==> config.mk <==
export PLATFORM = sky130hd
export DESIGN_NAME = her_traffic_shaper
export DESIGN_NICKNAME = d
export VERILOG_FILES = /design/src/rtl/pspin_cfg_pkg.sv /design/src/rtl/her_chan_fifo.sv /design/src/rtl/her_traffic_shaper.sv
export SDC_FILE = /design/constraint.sdc
export NUM_CORES = 2
export LEC_CHECK = 0
export BUFFER_PORTS_ARGS = -buffer_cell sky130_fd_sc_hd__buf_4
export CAP_MARGIN = 20
export CORE_MARGIN = 1.5
export CORE_UTILIZATION = 35
export DETAILED_ROUTE_END_ITERATION = 7
export GPL_TIMING_DRIVEN = 0
export PLACE_DENSITY = 0.51
export SLEW_MARGIN = 40
export SYNTH_ARGS = -nofsm -noshare
export SYNTH_HDL_FRONTEND = slang
export SYNTH_HIERARCHICAL = 1
export SYNTH_SLANG_ARGS = --single-unit
==> constraint.sdc <==
create_clock -name clk_i -period 16.39 [get_ports clk_i]
set_input_delay 4.0975 -clock clk_i [delete_from_list [all_inputs] [get_ports clk_i]]
set_output_delay 4.0975 -clock clk_i [all_outputs]
set_load 0.01 [all_outputs]
==> src/rtl/pspin_cfg_pkg.sv <==
// pspin_cfg_pkg
// Shared types for the HER traffic shaper.
//   her_descr_t : handler-execution-request descriptor handed to the scheduler
//   her_chan_t  : channel index, wide enough for the 16-channel maximum
//   gap_t       : per-descriptor inter-packet gap as stored in the channel FIFOs
//   her_req_t   : one channel FIFO entry {descriptor, gap, last-of-stream}
//   shaper_state_t : issue FSM states
package pspin_cfg_pkg;

  typedef struct packed {
    logic [15:0] msgid;
    logic [31:0] her_addr;
    logic [31:0] her_size;
  } her_descr_t;

  typedef logic [3:0] her_chan_t;

  // Stored gaps are 32 bits wide, so the shaper's GAP_WIDTH can be anything up to 32.
  typedef logic [31:0] gap_t;

  typedef struct packed {
    her_descr_t descr;
    gap_t       gap;
    logic       last;
  } her_req_t;

  typedef enum logic {
    ST_IDLE    = 1'b0,
    ST_PRESENT = 1'b1
  } shaper_state_t;

endpackage

==> src/rtl/her_chan_fifo.sv <==
// her_chan_fifo
// Synchronous FIFO of her_req_t entries, one instance per producer channel.
// Ports:
//   clk_i, rst_i      : clock, asynchronous active-high reset (empties the FIFO)
//   push_i, din_i     : write an entry (ignored when full)
//   pop_i, dout_o     : dout_o shows the head entry; pop_i removes it (ignored when empty)
//   full_o, empty_o   : occupancy flags, driven from registers only
module her_chan_fifo
  import pspin_cfg_pkg::*;
#(
  parameter int DEPTH = 8
) (
  input  logic     clk_i,
  input  logic     rst_i,
  input  logic     push_i,
  input  her_req_t din_i,
  input  logic     pop_i,
  output her_req_t dout_o,
  output logic     full_o,
  output logic     empty_o
);

  localparam int PTR_W = $clog2(DEPTH);
  localparam logic [PTR_W:0] PTR_ONE = (PTR_W + 1)'(1);

  her_req_t mem [DEPTH];
  // Pointers carry one extra wrap bit so full and empty can be told apart.
  logic [PTR_W:0] wr_ptr_q;
  logic [PTR_W:0] rd_ptr_q;

  assign empty_o = (wr_ptr_q == rd_ptr_q);
  assign full_o  = (wr_ptr_q[PTR_W] != rd_ptr_q[PTR_W]) &&
                   (wr_ptr_q[PTR_W-1:0] == rd_ptr_q[PTR_W-1:0]);
  assign dout_o  = mem[rd_ptr_q[PTR_W-1:0]];

  always_ff @(posedge clk_i or posedge rst_i) begin
    if (rst_i) begin
      wr_ptr_q <= '0;
      rd_ptr_q <= '0;
    end else begin
      if (push_i && !full_o) begin
        wr_ptr_q <= wr_ptr_q + PTR_ONE;
      end
      if (pop_i && !empty_o) begin
        rd_ptr_q <= rd_ptr_q + PTR_ONE;
      end
    end
  end

  // Storage needs no reset: an entry is only ever read after it was written.
  always_ff @(posedge clk_i) begin
    if (push_i && !full_o) begin
      mem[wr_ptr_q[PTR_W-1:0]] <= din_i;
    end
  end

endmodule

==> src/rtl/her_traffic_shaper.sv <==
// her_traffic_shaper
// Multi-channel HER source. Each channel buffers descriptors in its own FIFO;
// a channel may issue when it has an entry, its inter-packet gap has expired
// and it has fewer than MAX_OUTSTANDING HERs unacknowledged. Eligible channels
// are round-robin arbitrated onto one HER interface, and every HER receives a
// packet-memory address from a wrapping ring pointer.
// Ports:
//   clk_i, rst_i                  : clock, asynchronous active-high reset
//   req_valid_i/req_ready_o       : per-channel descriptor handshake
//   req_descr_i, req_gap_i, req_last_i : descriptor (her_addr ignored), gap, end-of-stream
//   her_valid_o/her_ready_i       : HER handshake to the scheduler
//   her_descr_o, her_chan_o       : issued HER (address filled in) and its channel
//   feedback_valid_i/_ready_o/_chan_i : credit return from the scheduler
//   eos_o                         : sticky, all streams ended and fully drained
//   err_o                         : sticky, feedback arrived for a channel with nothing in flight
module her_traffic_shaper
  import pspin_cfg_pkg::*;
#(
  parameter int          N_CHAN          = 4,
  parameter int          FIFO_DEPTH      = 8,
  parameter int          MAX_OUTSTANDING = 16,
  parameter int          GAP_WIDTH       = 16,
  parameter logic [31:0] PKT_MEM_START   = 32'h0000_0000,
  parameter logic [31:0] PKT_MEM_SIZE    = 32'h0040_0000,
  localparam int         CHAN_W          = (N_CHAN > 1) ? $clog2(N_CHAN) : 1
) (
  input  logic                             clk_i,
  input  logic                             rst_i,
  input  logic [N_CHAN-1:0]                req_valid_i,
  output logic [N_CHAN-1:0]                req_ready_o,
  input  her_descr_t [N_CHAN-1:0]          req_descr_i,
  input  logic [N_CHAN-1:0][GAP_WIDTH-1:0] req_gap_i,
  input  logic [N_CHAN-1:0]                req_last_i,
  output logic                             her_valid_o,
  input  logic                             her_ready_i,
  output her_descr_t                       her_descr_o,
  output logic [CHAN_W-1:0]                her_chan_o,
  input  logic                             feedback_valid_i,
  output logic                             feedback_ready_o,
  input  logic [CHAN_W-1:0]                feedback_chan_i,
  output logic                             eos_o,
  output logic                             err_o
);

  localparam int               OUT_W      = $clog2(MAX_OUTSTANDING + 1);
  localparam logic [OUT_W-1:0] OUT_MAX    = OUT_W'(MAX_OUTSTANDING);
  localparam logic [OUT_W-1:0] OUT_ONE    = OUT_W'(1);
  localparam logic [GAP_WIDTH-1:0] GAP_ONE = GAP_WIDTH'(1);
  localparam logic [CHAN_W-1:0] CHAN_LAST = CHAN_W'(N_CHAN - 1);
  localparam logic [CHAN_W-1:0] CHAN_ONE  = CHAN_W'(1);
  // Ring bounds in 33 bits so ptr + size can never overflow silently.
  localparam logic [32:0] RING_START = {1'b0, PKT_MEM_START};
  localparam logic [32:0] RING_END   = RING_START + {1'b0, PKT_MEM_SIZE};

  shaper_state_t state_q, state_d;

  logic [N_CHAN-1:0] fifo_push, fifo_pop, fifo_full, fifo_empty;
  her_req_t          fifo_din  [N_CHAN];
  her_req_t          fifo_dout [N_CHAN];

  logic [GAP_WIDTH-1:0] gap_cnt_q [N_CHAN];
  logic [OUT_W-1:0]     out_cnt_q [N_CHAN];
  logic [N_CHAN-1:0]    last_seen_q;
  logic                 eos_q, err_q;

  logic [CHAN_W-1:0]    rr_ptr_q, rr_next;
  logic [31:0]          ring_ptr_q, ring_ptr_d;
  logic [CHAN_W-1:0]    cur_chan_q;
  logic [GAP_WIDTH-1:0] cur_gap_q;
  logic                 cur_last_q;

  logic [N_CHAN-1:0] eligible, issue_vec, credit_vec;
  logic              pick_valid;
  logic [CHAN_W-1:0] pick_chan;
  her_req_t          head;
  her_descr_t        next_descr;
  logic              pop_any, hs;
  logic              eos_cond;
  logic              unused_head_bits;

  // Per-channel FIFOs. Ready depends only on the registered full flag, so
  // there is no combinational path from req_valid_i to req_ready_o.
  for (genvar c = 0; c < N_CHAN; c++) begin : g_chan
    assign fifo_din[c]  = '{descr: req_descr_i[c], gap: gap_t'(req_gap_i[c]), last: req_last_i[c]};
    assign fifo_push[c] = req_valid_i[c] & ~fifo_full[c];

    her_chan_fifo #(
      .DEPTH(FIFO_DEPTH)
    ) u_fifo (
      .clk_i  (clk_i),
      .rst_i  (rst_i),
      .push_i (fifo_push[c]),
      .din_i  (fifo_din[c]),
      .pop_i  (fifo_pop[c]),
      .dout_o (fifo_dout[c]),
      .full_o (fifo_full[c]),
      .empty_o(fifo_empty[c])
    );
  end

  assign req_ready_o      = ~fifo_full;
  assign her_valid_o      = (state_q == ST_PRESENT);
  assign her_chan_o       = cur_chan_q;
  assign feedback_ready_o = 1'b1;
  assign eos_o            = eos_q;
  assign err_o            = err_q;

  // A channel may issue once it has data, its gap has run out and it still has credit.
  always_comb begin
    eligible = '0;
    for (int c = 0; c < N_CHAN; c++) begin
      eligible[c] = !fifo_empty[c] && (gap_cnt_q[c] == '0) && (out_cnt_q[c] < OUT_MAX);
    end
  end

  // Round-robin: scan from rr_ptr_q upwards (wrapping) and take the first eligible channel.
  always_comb begin
    pick_valid = 1'b0;
    pick_chan  = '0;
    for (int i = 0; i < N_CHAN; i++) begin
      int idx;
      idx = int'(rr_ptr_q) + i;
      if (idx >= N_CHAN) begin
        idx = idx - N_CHAN;
      end
      if (!pick_valid && eligible[idx]) begin
        pick_valid = 1'b1;
        pick_chan  = CHAN_W'(idx);
      end
    end
  end

  // Issue FSM: IDLE pops the winner into the output registers, PRESENT holds
  // them until the scheduler takes the HER.
  always_comb begin
    state_d = state_q;
    pop_any = 1'b0;
    hs      = 1'b0;
    case (state_q)
      ST_IDLE: begin
        if (pick_valid) begin
          pop_any = 1'b1;
          state_d = ST_PRESENT;
        end
      end
      ST_PRESENT: begin
        if (her_ready_i) begin
          hs      = 1'b1;
          state_d = ST_IDLE;
        end
      end
      default: state_d = ST_IDLE;
    endcase
  end

  // Per-channel strobes: which FIFO pops, which channel completes a handshake,
  // and which channel receives a feedback credit.
  always_comb begin
    fifo_pop   = '0;
    issue_vec  = '0;
    credit_vec = '0;
    for (int c = 0; c < N_CHAN; c++) begin
      fifo_pop[c]   = pop_any && (pick_chan == CHAN_W'(c));
      issue_vec[c]  = hs && (cur_chan_q == CHAN_W'(c));
      credit_vec[c] = feedback_valid_i && (feedback_chan_i == CHAN_W'(c));
    end
  end

  assign rr_next = (cur_chan_q == CHAN_LAST) ? '0 : cur_chan_q + CHAN_ONE;

  // Ring allocation for the head of the winning channel. A HER that would run
  // past the ring end is placed at the start instead of being split; landing
  // exactly on the end wraps the pointer back to the start.
  always_comb begin
    logic [32:0] sum;
    logic [32:0] nxt;
    head       = fifo_dout[pick_chan];
    next_descr = head.descr;
    sum        = {1'b0, ring_ptr_q} + {1'b0, head.descr.her_size};
    if (sum > RING_END) begin
      next_descr.her_addr = PKT_MEM_START;
      nxt                 = RING_START + {1'b0, head.descr.her_size};
    end else begin
      next_descr.her_addr = ring_ptr_q;
      nxt                 = sum;
    end
    if (nxt == RING_END) begin
      nxt = RING_START;
    end
    ring_ptr_d = nxt[31:0];
  end

  // The producer's her_addr is overwritten and high gap bits beyond GAP_WIDTH are dropped.
  assign unused_head_bits = ^{head.descr.her_addr, head.gap};

  // End of stream: every channel has sent its last HER, nothing is buffered,
  // nothing is being presented and every HER has been acknowledged.
  always_comb begin
    eos_cond = (&last_seen_q) && (&fifo_empty) && (state_q == ST_IDLE);
    for (int c = 0; c < N_CHAN; c++) begin
      if (out_cnt_q[c] != '0) begin
        eos_cond = 1'b0;
      end
    end
  end

  // Issue path registers: FSM state, presented HER, ring and arbitration pointers.
  always_ff @(posedge clk_i or posedge rst_i) begin
    if (rst_i) begin
      state_q     <= ST_IDLE;
      her_descr_o <= '0;
      cur_chan_q  <= '0;
      cur_gap_q   <= '0;
      cur_last_q  <= 1'b0;
      ring_ptr_q  <= PKT_MEM_START;
      rr_ptr_q    <= '0;
    end else begin
      state_q <= state_d;
      if (pop_any) begin
        her_descr_o <= next_descr;
        cur_chan_q  <= pick_chan;
        cur_gap_q   <= head.gap[GAP_WIDTH-1:0];
        cur_last_q  <= head.last;
        ring_ptr_q  <= ring_ptr_d;
      end
      if (hs) begin
        rr_ptr_q <= rr_next;
      end
    end
  end

  // Per-channel pacing and credit state. The gap is armed at the handshake,
  // so a gap of g keeps the channel out of arbitration for g cycles. An issue
  // and a credit for the same channel in one cycle cancel out.
  always_ff @(posedge clk_i or posedge rst_i) begin
    if (rst_i) begin
      for (int c = 0; c < N_CHAN; c++) begin
        gap_cnt_q[c] <= '0;
        out_cnt_q[c] <= '0;
      end
      last_seen_q <= '0;
      eos_q       <= 1'b0;
      err_q       <= 1'b0;
    end else begin
      for (int c = 0; c < N_CHAN; c++) begin
        if (issue_vec[c]) begin
          gap_cnt_q[c] <= cur_gap_q;
        end else if (gap_cnt_q[c] != '0) begin
          gap_cnt_q[c] <= gap_cnt_q[c] - GAP_ONE;
        end

        if (issue_vec[c] && !credit_vec[c]) begin
          out_cnt_q[c] <= out_cnt_q[c] + OUT_ONE;
        end else if (credit_vec[c] && !issue_vec[c]) begin
          if (out_cnt_q[c] == '0) begin
            err_q <= 1'b1;
          end else begin
            out_cnt_q[c] <= out_cnt_q[c] - OUT_ONE;
          end
        end

        if (issue_vec[c] && cur_last_q) begin
          last_seen_q[c] <= 1'b1;
        end
      end
      if (eos_cond) begin
        eos_q <= 1'b1;
      end
    end
  end

endmodule

* Yosys cells after proc, flatten, opt, wreduce, memory -nomap -nowiden *
Memories as Yosys holds them, arrays and structs flattened.
Cells that the tools add are included.

cells by class
  bitwise gates (word level) = 11
  equality and inequality tests = 26
  add/sub/neg operators = 29
  mux-type cells = 81
  reductions and logical operators = 101
  magnitude comparators = 14

operators by type and width
  kind                     count
  $bmux W113 S2            1
  $mux W113                2
  $mux W32                 6
  $lt A32 B4 Y1 const B    4
  $mux W16                 8
  $logic_not A16 Y1        4
  $reduce_bool A16 Y1      4
  $sub A16 B1 Y16 const B  4
  $mux W5                  12
  $logic_and A1 B1 Y1      49
  $mux W1                  41
  $add A32 B32 Y33         1
  $eq A33 B23 Y1 const B   1
  $gt A33 B23 Y1 const B   1
  $mux W33                 1
  $add A4 B1 Y4 const B    8
  $add A5 B1 Y5 const B    4
  $logic_not A5 Y1         4
  $lt A5 B5 Y1 const B     4
  $reduce_bool A5 Y1       4
  $sub A5 B1 Y5 const B    4
  $logic_not A1 Y1         19
  $eq A4 B4 Y1             4
  $reduce_bool A2 Y1       8
  other kinds (22)         64

storage, ports and cells
  memories = 4
  memory bits (writable) = 3104
  word-level logic and storage cells = 297
  bits in registers = 256
  input bits = 398

memory list
  name                  depth  bits a word  read ports  clocked after memory_dff  write ports  RTL line             RTL
  g_chan[0].u_fifo.mem  8      97           1           0                         1            her_chan_fifo.sv:26  her_req_t mem [DEPTH];
  g_chan[1].u_fifo.mem  8      97           1           0                         1            her_chan_fifo.sv:26
  g_chan[2].u_fifo.mem  8      97           1           0                         1            her_chan_fifo.sv:26
  g_chan[3].u_fifo.mem  8      97           1           0                         1            her_chan_fifo.sv:26

* Depth between registers and ports, before layout *
  depth after elaboration = 26
  mapped depth = 29

* Modules after synthesis *
The synthesis kept the hierarchy.

modules (own cells, without submodules)
  module                             cells an instance  area each (um^2)  sequential area each (um^2)  instances
  her_chan_fifo at g_chan[0].u_fifo  1366               34898.5           27346.2                      1
  her_chan_fifo at g_chan[3].u_fifo  1367               34888.5           27346.2                      1
  her_chan_fifo at g_chan[1].u_fifo  1367               34538.1           27346.2                      1
  her_chan_fifo at g_chan[2].u_fifo  1367               34535.6           27346.2                      1
  her_traffic_shaper                 1920               14965.6           5605.4                       1

* Worst setup path before layout *
OpenSTA, ideal clock, no wires.

  path kind = input port to flip-flop
  start = input port req_valid_i[0]
  end = memory g_chan[0].u_fifo/mem[6][0] in the netlist's numbering (enable)
  stages on the path = 3
  slack = -0.610 ns
  data arrival time = 16.099 ns
  setup time = 0.901 ns
  data required time = 15.489 ns
  path through = nor2b_1 -> nand2_1 -> nor4b_1

between the ends
  word-level cells in the longest chain between the ends = 4

ends and longest elaborated chain
  what                           RTL line                  RTL
  start, declared                her_traffic_shaper.sv:29  input logic [N_CHAN-1:0] req_valid_i,
  $and A1 B1 Y1                  her_traffic_shaper.sv:85  assign fifo_push[c] = req_valid_i[c] & ~fifo_full[c];
  $logic_and A1 B1 Y1            her_chan_fifo.sv:52       if (push_i && !full_o) begin
  $mux W1                        her_chan_fifo.sv:52
  $mux W1 (implied by the code)  her_chan_fifo.sv:53       mem[wr_ptr_q[PTR_W-1:0]] <= din_i;
  end, declared                  her_chan_fifo.sv:26

No other way between the ends.

==> run metrics <==
CP max FO=10; clock latency on the worst-skew pair=890 ps; CTS tree=yes; fin crit period=9090 ps; Total Die Area=278000 sq um; Total GRT Usage=19.8%; Final Wtd Congestion=0.836; Hold-fix buffers, CTS=0; Die Span Y=527 um; Mapped Area=96100 sq um; drt via density=5.20; Worst Tran Pin Value=862 ps; hold path depth=1; Final Routed Wirelength=278 mm; first-pass GRT wire length=396 mm; clock buffer depth=4; DRT antenna net count=0; Crit path top cell by count=or4_1; final worst-path cycle share=55.4%; arrival time worst endpoint=9840 ps; global route overflow=0; number of buffers and inverters on the critical path=6; Routed WL per cell=27.5 um; largest net degree at the start of global routing=81; Initial Util=35.2%; reg-to-reg endpoint=ring_ptr_q[8]; Final Setup Violations=0; DR pass1 iterations=6; status=complete, no violations; Post-CTS Resized=0; Setup TNS=0 ps; clock slew at reported path FFs=60 ps; maximum vdd ir drop=104 uV; Worst Hold End=last_seen_q[1]; fin worst setup slack=7300 ps; # IOs=488; hpwl dp=207 mm; Worst path slowest cell=o211ai_1; Syn Inst Count=5217; Max Cap Viol=0; Cell Pwr Density=131 nW/um^2; share of cells above drive strength 1=33.6%; die width=527 um; # rows=192; P_leak=40.4 nW; CTS Root Cell=clkbuf_16; number of global-route vias before repair=53800; FF-to-FF setup slack=7300 ps; Area Overhead vs Synth=20.4%; syn_area_per_cell=18.4 sq um; Core ar.=273000 sq um; Worst Clk Skew=48.7 ps; Syn. warnings=6; Startpoint Class=flip-flop; start of the worst register-to-register path=g_chan[0].u_fifo/rd_ptr_q[2]; fmax=0.110 GHz; Syn Nets=5696; Slew Viols, Final=0; drt drc=0; required time of the critical path=17140 ps; Largest stage delay, worst path=650 ps; drt initial violations=4458; port bufs=357; Placement Setup Slack=7260 ps; Inserted Clock Buffers=265; H-Tree Depth=5; Post-CTS Setup Inserts=0; kind of critical path=reg -> reg; final hold viol count=0; Max-slew headroom=42.1%; cell family with most CP delay=simple AND/OR/NAND/NOR gates; R2R cell count=28; HP Class=reg -> reg; via count=52700; Num Clock Sinks=2336; antenna violations before repair=82; final net count=6783; Hold WS=454 ps; Setup crit end kind=flip-flop; RSZ-0062 raised after global routing=no; hold_sp=last_seen_q[1]
[cell usage in the layout (no fill, tap or decap), drive strengths merged, types with 86 or more instances in the layout]
cell,count
edfxtp,2080
buf,1024
mux4,522
nand2,507
clkbuf,464
mux2,274
dfrtp,256
nand3,243
nor2,106
clkinv,100
inv,94
o21ai,92
xnor2,86
[registers in the layout, indices dropped and copies added (netlist names), 2 cells and up]
name / flops
rr_ptr_q: 2
her_chan_o: 2
gap_cnt_q: 64
cur_gap_q: 16
g_chan.u_fifo/mem: 2080
ring_ptr_q: 32
last_seen_q: 4
out_cnt_q: 20
g_chan.u_fifo/wr_ptr_q: 16
her_descr_o: 80
g_chan.u_fifo/rd_ptr_q: 16
[worst max path at each step]
stage / cells after the start / startpoint / slack (ps) / to
2_1_floorplan: 3 / req_valid_i[0] / 4470 / g_chan[0].u_fifo/mem[6][0]
3_3_place_gp: 4 / req_valid_i[0] / -4230 / g_chan[0].u_fifo/mem[6][51]
3_5_place_dp: 28 / g_chan[0].u_fifo/rd_ptr_q[2] / 7260 / ring_ptr_q[8]
4_1_cts: 28 / g_chan[0].u_fifo/rd_ptr_q[2] / 7230 / ring_ptr_q[8]
5_1_grt: 28 / g_chan[0].u_fifo/rd_ptr_q[2] / 7020 / ring_ptr_q[15]
6_report: 28 / g_chan[0].u_fifo/rd_ptr_q[2] / 7300 / ring_ptr_q[8]
[metal layers]
metal | up-vias | wire, um | global-route usage, %
met1 | 27600 | 120000 | 27.3
li1 | 23000 | - | -
met3 | 431 | 18200 | 3.89
met5 | - | 331 | 0
met4 | 58 | 7020 | 5.15
met2 | 1593 | 133000 | 32.0
[metrics by stage]
| stage | instance area (sq um) | total power, mW | util [%] | instances |
|---|---|---|---|---|
| after CTS | 116000 | 15.3 | 42.3 | 10100 |
| after global routing | 116000 | 15.7 | 42.3 | 10100 |
| after global placement | 103000 | 9.31 | 37.8 | 9163 |
| final | 116000 | 15.1 | 42.3 | 10100 |
| after floorplan | 96100 | 8.46 | - | 5217 |
| after detailed placement | 107000 | 9.42 | 39.2 | 9626 |
[power by group]
part	total [mW]	switching (mW)	internal, mW
clock	5.87	2.45	3.42
sequential	7.46	0.141	7.32
combinational	1.82	1.16	0.660
total	15.1	3.74	11.4
[area by class of cell]
class / instances / area, sq um
clock inverters: 137 / 1350
clock buffers: 341 / 7210
plain buffers: 327 / 2070
well taps: 3589 / 4490
diodes: 16 / 40.0
multi-input cells: 2476 / 25300
fillers: 24200 / 158000
flip-flops and latches: 2336 / 68900
repair buffers: 820 / 6150
inverters: 78 / 300
No activity file was read; power rests on OpenSTA's default activity.
